$ cat src/rtl/exec_stage.sv
// Execute stage of the RV32 pipeline: single-cycle ALU plus an iterative
// multiply/divide unit, registering results into the ac_* pipeline registers.
module exec_stage #(
    parameter int unsigned XLEN      = 32,
    parameter bit          ENABLE_MD = 1'b1
) (
    input  logic            clock,
    input  logic            reset,
    input  logic [XLEN-1:0] db_pc,
    input  logic [4:0]      db_write_sel,
    input  logic [XLEN-1:0] db_data1,
    input  logic [XLEN-1:0] db_data2,
    input  logic [XLEN-1:0] db_imm,
    input  logic            db_use_imm,
    input  logic [3:0]      db_alu_op,
    input  logic            db_is_load,
    input  logic            db_is_store,
    input  logic            db_is_wb,
    input  logic            flush,
    input  logic            dcache_stall,
    output logic [XLEN-1:0] ac_pc,
    output logic [4:0]      ac_write_sel,
    output logic [XLEN-1:0] ALU_result,
    output logic [XLEN-1:0] ac_data2,
    output logic            ac_is_load,
    output logic            ac_is_store,
    output logic            ac_is_wb,
    output logic            ex_stall
);

    typedef enum logic [3:0] {
        OP_ADD  = 4'd0,
        OP_SUB  = 4'd1,
        OP_AND  = 4'd2,
        OP_OR   = 4'd3,
        OP_XOR  = 4'd4,
        OP_SLL  = 4'd5,
        OP_SRL  = 4'd6,
        OP_SRA  = 4'd7,
        OP_SLT  = 4'd8,
        OP_SLTU = 4'd9,
        OP_MUL  = 4'd10,
        OP_DIVU = 4'd11,
        OP_REMU = 4'd12
    } alu_op_t;

    typedef enum logic [1:0] {
        IDLE,
        BUSY,
        DONE
    } state_t;

    typedef enum logic [1:0] {
        MD_MUL,
        MD_DIVU,
        MD_REMU
    } md_kind_t;

    logic [XLEN-1:0] opnd_a;
    logic [XLEN-1:0] opnd_b;
    logic [4:0]      shamt;
    logic [XLEN-1:0] alu_out;
    logic            is_md_op;
    logic            md_start;

    state_t          state;
    state_t          state_nxt;
    logic [4:0]      step_cnt;
    logic [4:0]      step_cnt_nxt;

    md_kind_t        md_kind;
    logic [XLEN-1:0] md_acc;
    logic [XLEN-1:0] md_x;
    logic [XLEN-1:0] md_y;
    logic [XLEN-1:0] md_acc_step;
    logic [XLEN-1:0] md_x_step;
    logic [XLEN-1:0] md_y_step;
    logic [XLEN:0]   rem_shift;
    logic [XLEN-1:0] rem_diff;
    logic [XLEN-1:0] md_result;

    assign opnd_a = db_data1;
    assign opnd_b = db_use_imm ? db_imm : db_data2;
    assign shamt  = opnd_b[4:0];

    assign is_md_op = ENABLE_MD &&
                      (db_alu_op inside {OP_MUL, OP_DIVU, OP_REMU});
    assign md_start = (state == IDLE) && is_md_op && !flush && !dcache_stall;

    always_comb begin
        alu_out = '0;
        case (db_alu_op)
            OP_ADD:  alu_out = opnd_a + opnd_b;
            OP_SUB:  alu_out = opnd_a - opnd_b;
            OP_AND:  alu_out = opnd_a & opnd_b;
            OP_OR:   alu_out = opnd_a | opnd_b;
            OP_XOR:  alu_out = opnd_a ^ opnd_b;
            OP_SLL:  alu_out = opnd_a << shamt;
            OP_SRL:  alu_out = opnd_a >> shamt;
            OP_SRA:  alu_out = $signed(opnd_a) >>> shamt;
            OP_SLT:  alu_out = {{(XLEN-1){1'b0}}, $signed(opnd_a) < $signed(opnd_b)};
            OP_SLTU: alu_out = {{(XLEN-1){1'b0}}, opnd_a < opnd_b};
            default: alu_out = '0;
        endcase
    end

    // Shared datapath: md_acc is product accumulator or partial remainder,
    // md_x is shifted multiplicand or quotient, md_y is multiplier or divisor.
    always_comb begin
        md_acc_step = md_acc;
        md_x_step   = md_x;
        md_y_step   = md_y;
        rem_shift   = {md_acc, md_x[XLEN-1]};
        rem_diff    = rem_shift[XLEN-1:0] - md_y;
        if (md_kind == MD_MUL) begin
            if (md_y[0]) begin
                md_acc_step = md_acc + md_x;
            end
            md_x_step = md_x << 1;
            md_y_step = md_y >> 1;
        end else begin
            // Divide by zero falls out naturally: every step subtracts zero,
            // so the quotient fills with ones and the remainder becomes A.
            if (rem_shift >= {1'b0, md_y}) begin
                md_acc_step = rem_diff;
                md_x_step   = {md_x[XLEN-2:0], 1'b1};
            end else begin
                md_acc_step = rem_shift[XLEN-1:0];
                md_x_step   = {md_x[XLEN-2:0], 1'b0};
            end
        end
    end

    always_comb begin
        case (md_kind)
            MD_DIVU: md_result = md_x;
            default: md_result = md_acc;
        endcase
    end

    always_ff @(posedge clock or negedge reset) begin
        if (!reset) begin
            md_kind <= MD_MUL;
            md_acc  <= '0;
            md_x    <= '0;
            md_y    <= '0;
        end else if (md_start) begin
            case (db_alu_op)
                OP_DIVU: md_kind <= MD_DIVU;
                OP_REMU: md_kind <= MD_REMU;
                default: md_kind <= MD_MUL;
            endcase
            md_acc <= '0;
            md_x   <= opnd_a;
            md_y   <= opnd_b;
        end else if (state == BUSY && !flush) begin
            md_acc <= md_acc_step;
            md_x   <= md_x_step;
            md_y   <= md_y_step;
        end
    end

    always_ff @(posedge clock or negedge reset) begin
        if (!reset) begin
            state    <= IDLE;
            step_cnt <= '0;
        end else begin
            state    <= state_nxt;
            step_cnt <= step_cnt_nxt;
        end
    end

    always_comb begin
        state_nxt    = state;
        step_cnt_nxt = step_cnt;
        case (state)
            IDLE: begin
                if (md_start) begin
                    state_nxt    = BUSY;
                    step_cnt_nxt = '0;
                end
            end
            BUSY: begin
                step_cnt_nxt = step_cnt + 5'd1;
                if (step_cnt == 5'd31) begin
                    state_nxt = DONE;
                end
            end
            DONE: begin
                if (!dcache_stall) begin
                    state_nxt = IDLE;
                end
            end
            default: state_nxt = IDLE;
        endcase
        if (flush) begin
            state_nxt    = IDLE;
            step_cnt_nxt = '0;
        end
    end

    assign ex_stall = reset && !flush &&
                      (((state == IDLE) && is_md_op) ||
                       (state == BUSY) ||
                       ((state == DONE) && dcache_stall));

    // dcache_stall outranks flush here: ac_* still holds an older live instruction.
    always_ff @(posedge clock or negedge reset) begin
        if (!reset) begin
            ac_pc        <= '0;
            ac_write_sel <= '0;
            ALU_result   <= '0;
            ac_data2     <= '0;
            ac_is_load   <= 1'b0;
            ac_is_store  <= 1'b0;
            ac_is_wb     <= 1'b0;
        end else if (!dcache_stall) begin
            if (flush || state == BUSY || (state == IDLE && is_md_op)) begin
                ac_pc        <= '0;
                ac_write_sel <= '0;
                ALU_result   <= '0;
                ac_data2     <= '0;
                ac_is_load   <= 1'b0;
                ac_is_store  <= 1'b0;
                ac_is_wb     <= 1'b0;
            end else begin
                ac_pc        <= db_pc;
                ac_write_sel <= db_write_sel;
                ALU_result   <= (state == DONE) ? md_result : alu_out;
                ac_data2     <= db_data2;
                ac_is_load   <= db_is_load;
                ac_is_store  <= db_is_store;
                ac_is_wb     <= db_is_wb;
            end
        end
    end

endmodule

$ cat config.mk
export PLATFORM = sky130hd
export DESIGN_NAME = exec_stage
export DESIGN_NICKNAME = d
export VERILOG_FILES = /design/src/rtl/exec_stage.sv
export SDC_FILE = /design/constraint.sdc
export NUM_CORES = 1
export LEC_CHECK = 0
export ABC_AREA = 1
export CAP_MARGIN = 15
export CORE_AREA = 2 2 204 206
export CTS_CLUSTER_DIAMETER = 200
export DETAILED_ROUTE_END_ITERATION = 10
export DIE_AREA = 0 0 206 208
export PLACE_DENSITY = 0.83
export SYNTH_ARGS = -nofsm -noshare
export SYNTH_HDL_FRONTEND = slang
export SYNTH_SLANG_ARGS = --single-unit
$ cat constraint.sdc
create_clock -name clock -period 3 [get_ports clock]
set_input_delay 0.6 -clock clock [delete_from_list [all_inputs] [get_ports clock]]
set_output_delay 0.6 -clock clock [all_outputs]
set_load 0.02 [all_outputs]
==> results of run 1 <==
cell families after synthesis:
family | count (synthesis) | share of synthesized area (%)
AOI/OAI and AO/OA | 720 | 18.59
xor gates and xnor gates | 42 | 1.549
adders and majority gates | 169 | 9.029
buffers and inverters | 592 | 10.29
DFF | 209 | 22.02
and+or+nand+nor | 2124 | 38.52
cell usage after synthesis (3+ instances only):
master	count
sky130_fd_sc_hd__nor2_1	273
sky130_fd_sc_hd__nor2_2	7
sky130_fd_sc_hd__a22o_1	70
sky130_fd_sc_hd__o21bai_1	12
sky130_fd_sc_hd__a21oi_1	210
sky130_fd_sc_hd__o21ai_1	32
sky130_fd_sc_hd__xnor2_1	15
sky130_fd_sc_hd__nand2_4	7
sky130_fd_sc_hd__a21o_1	8
sky130_fd_sc_hd__fa_1	4
sky130_fd_sc_hd__nor3_2	3
sky130_fd_sc_hd__o22ai_1	20
sky130_fd_sc_hd__clkinv_1	4
sky130_fd_sc_hd__nor3_1	33
sky130_fd_sc_hd__o21ai_4	3
sky130_fd_sc_hd__ha_1	165
sky130_fd_sc_hd__or2_2	28
sky130_fd_sc_hd__nand3_2	6
sky130_fd_sc_hd__inv_1	408
sky130_fd_sc_hd__buf_2	57
sky130_fd_sc_hd__nor4_1	6
sky130_fd_sc_hd__inv_2	4
sky130_fd_sc_hd__o21ai_0	215
sky130_fd_sc_hd__a221oi_1	9
sky130_fd_sc_hd__nand2_2	9
sky130_fd_sc_hd__o21ai_2	5
sky130_fd_sc_hd__or2_1	3
sky130_fd_sc_hd__o211ai_1	76
sky130_fd_sc_hd__nand3_1	539
sky130_fd_sc_hd__a31oi_1	7
sky130_fd_sc_hd__nand2_1	1144
sky130_fd_sc_hd__o21a_1	6
sky130_fd_sc_hd__buf_4	16
sky130_fd_sc_hd__clkbuf_1	89
sky130_fd_sc_hd__dfrtp_1	209
sky130_fd_sc_hd__a211oi_1	5
sky130_fd_sc_hd__nand4_1	45
sky130_fd_sc_hd__buf_1	3
sky130_fd_sc_hd__o221ai_1	34
sky130_fd_sc_hd__xor2_1	27
sky130_fd_sc_hd__buf_6	7
sky130_fd_sc_hd__nand3b_1	12
timing repair:
action | in CTS
buffers inserted | 6
setup endpoints to repair | 33
gates cloned | 2
pin swaps | 26
hold buffers | 1
resized for setup | 124
endpoints found under the hold margin | 18
stage by stage:
stage                     worst slack, ns  util [%]  cell area, sq um  instances  setup TNS, ns
after floorplan                 -0.004254         -             23880       3856      -0.007137
after global placement             -1.016     77.00             31220       5101         -28.58
after detailed placement           -1.104     77.00             31220       5101         -31.37
after CTS                        -0.05482     80.47             32630       5157        -0.1568
metal layers:
metal	overflow	track usage (%)
met2	15	91.92
met3	1	50.72
met4	14	68.67
met5	0	18.43
met1	0	71.92
==> impl_metrics.prom, run 1 <==
# TYPE chip_impl_metric gauge
chip_impl_metric{name="yosysSeqAreaShare",unit="%"} 22.02
chip_impl_info{name="flow.first_error",value="[ERROR GRT-0232] Routing congestion too high. Check the congestion heatmap in the GUI."} 1
chip_impl_info{name="ctsRootBufferMaster",value="sky130_fd_sc_hd__clkbuf_16"} 1
chip_impl_metric{name="floorplan.io_pins",unit=""} 250
chip_impl_metric{name="gr-usage-all-layers",unit="%"} 71.19
chip_impl_metric{name="hpwlAfterDp",unit="microns"} 95250
chip_impl_metric{name="routabilityCongestion",unit=""} 1.164
chip_impl_info{name="grt_repair_worst_endpoint",value="ALU_result[30]$_DFFE_PN0N_/D"} 1
chip_impl_metric{name="synth_cell_types",unit=""} 61
chip_impl_metric{name="cts_made_buffers",unit=""} 26
chip_impl_metric{name="synth_net_count",unit=""} 4170
chip_impl_info{name="flow.stopped_at",value="5_1_grt"} 1
chip_impl_info{name="synth_top_cells_by_area",value="sky130_fd_sc_hd__dfrtp_1 22%, sky130_fd_sc_hd__nand2_1 18%, sky130_fd_sc_hd__nand3_1 11%"} 1
chip_impl_info{name="outcome",value="did not finish"} 1
chip_impl_info{name="synth_largest_area_cell",value="sky130_fd_sc_hd__dfrtp_1"} 1
chip_impl_metric{name="rows",unit=""} 74
chip_impl_metric{name="h-tree-depth",unit=""} 1
chip_impl_metric{name="synth-seq-cells",unit=""} 209
chip_impl_metric{name="start_util",unit="%"} 58.57
chip_impl_metric{name="grt_max_degree",unit=""} 126
chip_impl_metric{name="postSynth.asyncResetShare",unit="%"} 100.0
chip_impl_metric{name="tritoncts_num_sinks",unit=""} 209
chip_impl_metric{name="die_h",unit="microns"} 208
chip_impl_metric{name="post_synth_design_cell_area",unit="sq um"} 23750
chip_impl_metric{name="gr-total-overflow",unit=""} 30
chip_impl_metric{name="io_buffers",unit=""} 249
chip_impl_metric{name="post_synthesis_cell_count",unit=""} 3856
chip_impl_metric{name="max-clock-path-buffers",unit=""} 3
chip_impl_metric{name="synth.yosys.warnings",unit=""} 0
chip_impl_metric{name="syn_area_per_cell",unit="sq um"} 6.160
chip_impl_info{name="endpoint_type",value="register data pin"} 1
chip_impl_info{name="synth-main-ff-cell",value="sky130_fd_sc_hd__dfrtp_1"} 1
chip_impl_metric{name="synth_edf_count",unit=""} 0
chip_impl_metric{name="die_width",unit="microns"} 206
chip_impl_metric{name="synthDominantCellAreaShare",unit="%"} 22.02
==> inputs of run 2 (changes only) <==
Settings changed: CORE_AREA 2 2 204 206 to 2 2 247 249, CTS_CLUSTER_DIAMETER 200 to unset, DIE_AREA 0 0 206 208 to 0 0 249 251, PLACE_DENSITY 0.83 to unset, PLACE_DENSITY_LB_ADDON set to 0.15.
==> run 2 against run 1 <==
Net effect:
- the flow now finishes without violations
- synthesized cell count did not move
- area after synthesis is the same
==> impl_metrics.prom, run 2 <==
# TYPE chip_impl_metric gauge
chip_impl_info{name="cpMaxStageDelayCell",value="sky130_fd_sc_hd__clkdlybuf4s50_1"} 1
chip_impl_metric{name="timing.final.ws_setup",unit="ns"} 0.004506
chip_impl_metric{name="dr.first_iter.drc_count",unit=""} 2980
chip_impl_metric{name="clock_transition_at_the_register_clock_pins_on_the_worst_setup_and_hold_paths_after_cts",unit="ns"} 0.06
chip_impl_info{name="timing.hold.worst.class",value="in -> async"} 1
chip_impl_metric{name="final_cell_count_no_fill",unit=""} 5534
chip_impl_metric{name="mux_share_of_post_synthesis_cell_area",unit="%"} 0
chip_impl_info{name="synth_top_cells_by_area",value="sky130_fd_sc_hd__dfrtp_1 22%, sky130_fd_sc_hd__nand2_1 18%, sky130_fd_sc_hd__nand3_1 11%"} 1
chip_impl_metric{name="antenna_found_initial",unit=""} 6
chip_impl_metric{name="power.leakage",unit="nW"} 17.51
chip_impl_metric{name="rows",unit=""} 90
chip_impl_metric{name="synth_edf_count",unit=""} 0
chip_impl_metric{name="grt_pass1_vias",unit=""} 29790
chip_impl_info{name="synth-main-ff-cell",value="sky130_fd_sc_hd__dfrtp_1"} 1
chip_impl_metric{name="synth_adder_area_share",unit="%"} 9.029
chip_impl_metric{name="viasPerCell",unit=""} 5.630
chip_impl_info{name="yosys.cell_count.top_type",value="sky130_fd_sc_hd__nand2_1"} 1
chip_impl_metric{name="max-clock-path-buffers",unit=""} 3
chip_impl_info{name="most_frequent_cells_in_the_layout",value="1089 x sky130_fd_sc_hd__nand2_1, 718 x sky130_fd_sc_hd__buf_4, 524 x sky130_fd_sc_hd__nand3_1"} 1
chip_impl_metric{name="vdd_ir_drop_max",unit="mV"} 0.4692
chip_impl_metric{name="met3_wirelength",unit="microns"} 9447
chip_impl_metric{name="drt-met1-wl",unit="microns"} 50060
chip_impl_metric{name="period_share",unit="%"} 99.85
chip_impl_metric{name="drc",unit=""} 0
chip_impl_metric{name="slew_headroom",unit="%"} 38.78
chip_impl_metric{name="post_synth_design_cell_area",unit="sq um"} 23750
chip_impl_metric{name="share_of_the_synthesized_area_in_compound_gates_ao_oa_aoi_oai",unit="%"} 18.59
chip_impl_metric{name="synthDominantCellAreaShare",unit="%"} 22.02
chip_impl_metric{name="total_routed_wirelength",unit="microns"} 128800
chip_impl_metric{name="syn_area_per_cell",unit="sq um"} 6.160
chip_impl_metric{name="synth.yosys.warnings",unit=""} 0
chip_impl_metric{name="dpl_worst_slack",unit="ns"} -1.192
chip_impl_metric{name="wl_per_cell",unit="microns"} 23.28
chip_impl_metric{name="synth_net_count",unit=""} 4170
chip_impl_metric{name="die-area",unit="sq um"} 62500
chip_impl_info{name="path_cells",value="clkdlybuf4s50_1, or2_2, o21ai_4, buf_6, inv_1, ha_2, buf_4, a21oi_4, o21ai_1, buf_4, nand2_1, nand2_2, a21oi_2, buf_4, nand3_1, nand3_1, nand2_1, inv_1, nand2_2, nand2_1, nand2_1, nand2_1, nand2_1"} 1
chip_impl_metric{name="routabilityCongestion",unit=""} 1.075
chip_impl_metric{name="die_width",unit="microns"} 249
chip_impl_info{name="mostFrequentLayoutCell",value="sky130_fd_sc_hd__nand2_1"} 1
chip_impl_metric{name="post_synth_and_or_nand_nor_area_fraction",unit="%"} 38.52
chip_impl_metric{name="finalHoldViolations",unit=""} 0
chip_impl_metric{name="numPlacedInstances",unit=""} 5460
chip_impl_metric{name="grt_max_degree",unit=""} 148
chip_impl_metric{name="gr-total-overflow",unit=""} 0
chip_impl_metric{name="h-tree-depth",unit=""} 1
chip_impl_metric{name="drv_slew",unit=""} 0
chip_impl_metric{name="layout-drive-gt1-share",unit="%"} 24.14
chip_impl_metric{name="critical_path_peak_fanout",unit=""} 3
chip_impl_metric{name="post_synthesis_cell_count",unit=""} 3856
chip_impl_metric{name="worst_path_largest_cell_delay",unit="ns"} 0.42
chip_impl_info{name="synth_largest_area_cell",value="sky130_fd_sc_hd__dfrtp_1"} 1
chip_impl_metric{name="first_pass_grt_wire_length",unit="microns"} 186900
chip_impl_metric{name="synth-seq-cells",unit=""} 209
chip_impl_metric{name="tritoncts_num_sinks",unit=""} 209
chip_impl_metric{name="yosysSeqAreaShare",unit="%"} 22.02
chip_impl_metric{name="ant_nets",unit=""} 0
chip_impl_info{name="route.top_layer_used",value="met5"} 1
chip_impl_info{name="ctsRootBufferMaster",value="sky130_fd_sc_hd__clkbuf_16"} 1
chip_impl_info{name="rsz0062_at_grt",value="yes"} 1
chip_impl_info{name="combinational_family_with_the_most_area_after_synthesis",value="simple AND/OR/NAND/NOR gates"} 1
chip_impl_info{name="cell_mode_on_critical_path",value="sky130_fd_sc_hd__nand2_1"} 1
chip_impl_info{name="post_synth_most_frequent_cells",value="1144 x sky130_fd_sc_hd__nand2_1, 539 x sky130_fd_sc_hd__nand3_1, 408 x sky130_fd_sc_hd__inv_1"} 1
chip_impl_metric{name="final.setup_skew",unit="ns"} 0.02119
chip_impl_metric{name="met2RoutedLength",unit="microns"} 58370
chip_impl_metric{name="floorplan.core_area",unit="sq um"} 59790
chip_impl_metric{name="first_pass_iters",unit=""} 6
chip_impl_metric{name="post_synth_xor_area_fraction",unit="%"} 1.549
chip_impl_metric{name="cp_data_arrival_time",unit="ns"} 3.48
chip_impl_metric{name="start_util",unit="%"} 39.72
chip_impl_info{name="tritoncts_clock_tree",value="built"} 1
chip_impl_metric{name="via_count",unit=""} 31160
chip_impl_info{name="crit_type",value="in -> reg"} 1
chip_impl_metric{name="gr-usage-all-layers",unit="%"} 39.83
chip_impl_metric{name="setup-violations-final",unit=""} 0
chip_impl_metric{name="floorplan.io_pins",unit=""} 250
chip_impl_metric{name="io_buffers",unit=""} 249
chip_impl_metric{name="finalNetCount",unit=""} 5044
chip_impl_info{name="timing.critical_path.to_type",value="flop"} 1
chip_impl_metric{name="max_capacitance_violation_count",unit=""} 0
chip_impl_metric{name="clkLatencyLatePin",unit="ns"} 0.60
chip_impl_metric{name="worstMarginPinSlew",unit="ns"} 0.9183
chip_impl_metric{name="cts_made_buffers",unit=""} 27
chip_impl_metric{name="worstPathRequired",unit="ns"} 3.48
chip_impl_metric{name="hpwlAfterDp",unit="microns"} 106100
chip_impl_metric{name="postSynth.asyncResetShare",unit="%"} 100.0
chip_impl_info{name="outcome",value="completed"} 1
chip_impl_metric{name="synth_cell_types",unit=""} 61
chip_impl_metric{name="finalCriticalPeriod",unit="ns"} 2.995
chip_impl_info{name="cp-start-kind",value="primary input"} 1
chip_impl_metric{name="die_h",unit="microns"} 251
chip_impl_metric{name="timing.fmax",unit="MHz"} 333.8
chip_impl_metric{name="area.growth.synth_to_final",unit="%"} 46.82
chip_impl_metric{name="power.density_cell_area",unit="nW/um^2"} 569.8
## run 2: critical path: cells and delay by family
family / cells / cell delay (ns)
simple gates: 11 / 1.05
fa+ha+maj: 1 / 0.20
compound gates: 4 / 0.42
buf+inv: 7 / 1.18
## run 2: final timing paths
kind | start | end | slack [ns] | cells past startpoint
worst max-delay path | db_imm[11] | ALU_result[26] | 0.005 | 23
worst min register to register | ALU_result[4] | ALU_result[4] | 0.48 | 2
worst max register to register | md_y[8] | md_acc[31] | 0.07 | 15
worst min-delay path | reset | md_y[7] | 0.45 | 2
min in group clock | ALU_result[4] | ALU_result[4] | 0.48 | 2
max in group asynchronous | reset | ac_data2[7] | 1.39 | 3
## run 2: timing repair
item / CTS / global route
endpoints found under the setup margin: 31 / 64
hold endpoints to repair: 10 / 0
resized for setup: 88 / 245
pin swaps: 6 / 69
hold buffers: 1 / 0
setup buffers: 1 / 21
## run 2: metrics by stage
stage / util [%] / setup TNS (ns) / hold slack (ns) / area (sq um) / power, mW
floorplan: - / -0.007137 / 0.3044 / 23880 / 10.50
global placement: 54.34 / -30.14 / 0.4386 / 32490 / 15.50
detailed placement: 54.34 / -30.44 / 0.4373 / 32490 / 15.52
CTS: 56.47 / -0.01222 / 0.4237 / 33770 / 19.29
global route: 58.32 / -0.4388 / 0.4551 / 34870 / 21.03
finish: 58.32 / 0 / 0.4524 / 34870 / 19.87
## run 2: where the power goes
part / total, mW / switching [mW] / internal [mW] / leakage, nW
combinational: 12.3 / 7.57 / 4.69 / 14.3
clock: 3.62 / 1.44 / 2.18 / 0.468
sequential: 3.99 / 0.577 / 3.41 / 2.75
total: 19.9 / 9.59 / 10.3 / 17.5
## run 2: per-layer routing
metal  track usage, %  vias to the layer above
met3            5.954                      372
met2            65.49                     1376
met1            47.88                    14700
met5                0                        -
li1                 -                    14700
met4            28.33                        6
## run 2: kinds of logic (layout without fill, tap and decap cells)
| logic type | Yosys count | after routing |
|---|---|---|
| compound gates | 720 | 720 |
| other cells | 0 | 1 |
| simple gates | 2124 | 2124 |
| fa+ha+maj | 169 | 169 |
| flops | 209 | 209 |
| buf+inv | 592 | 1487 |
| xor+xnor | 42 | 42 |
## run 2: layout make-up
| cell class | instances | area [sq um] |
|---|---|---|
| fill | 5974 | 24920 |
| multi-input combinational | 3055 | 17350 |
| timing repair buffer | 1019 | 8768 |
| sequential | 209 | 5230 |
| inverter | 418 | 1582 |
| tap | 782 | 978.4 |
| clock buffer | 40 | 794.5 |
| clock inverter | 10 | 170.2 |
| antenna | 1 | 2.502 |
(Power assumes the default switching activity.)
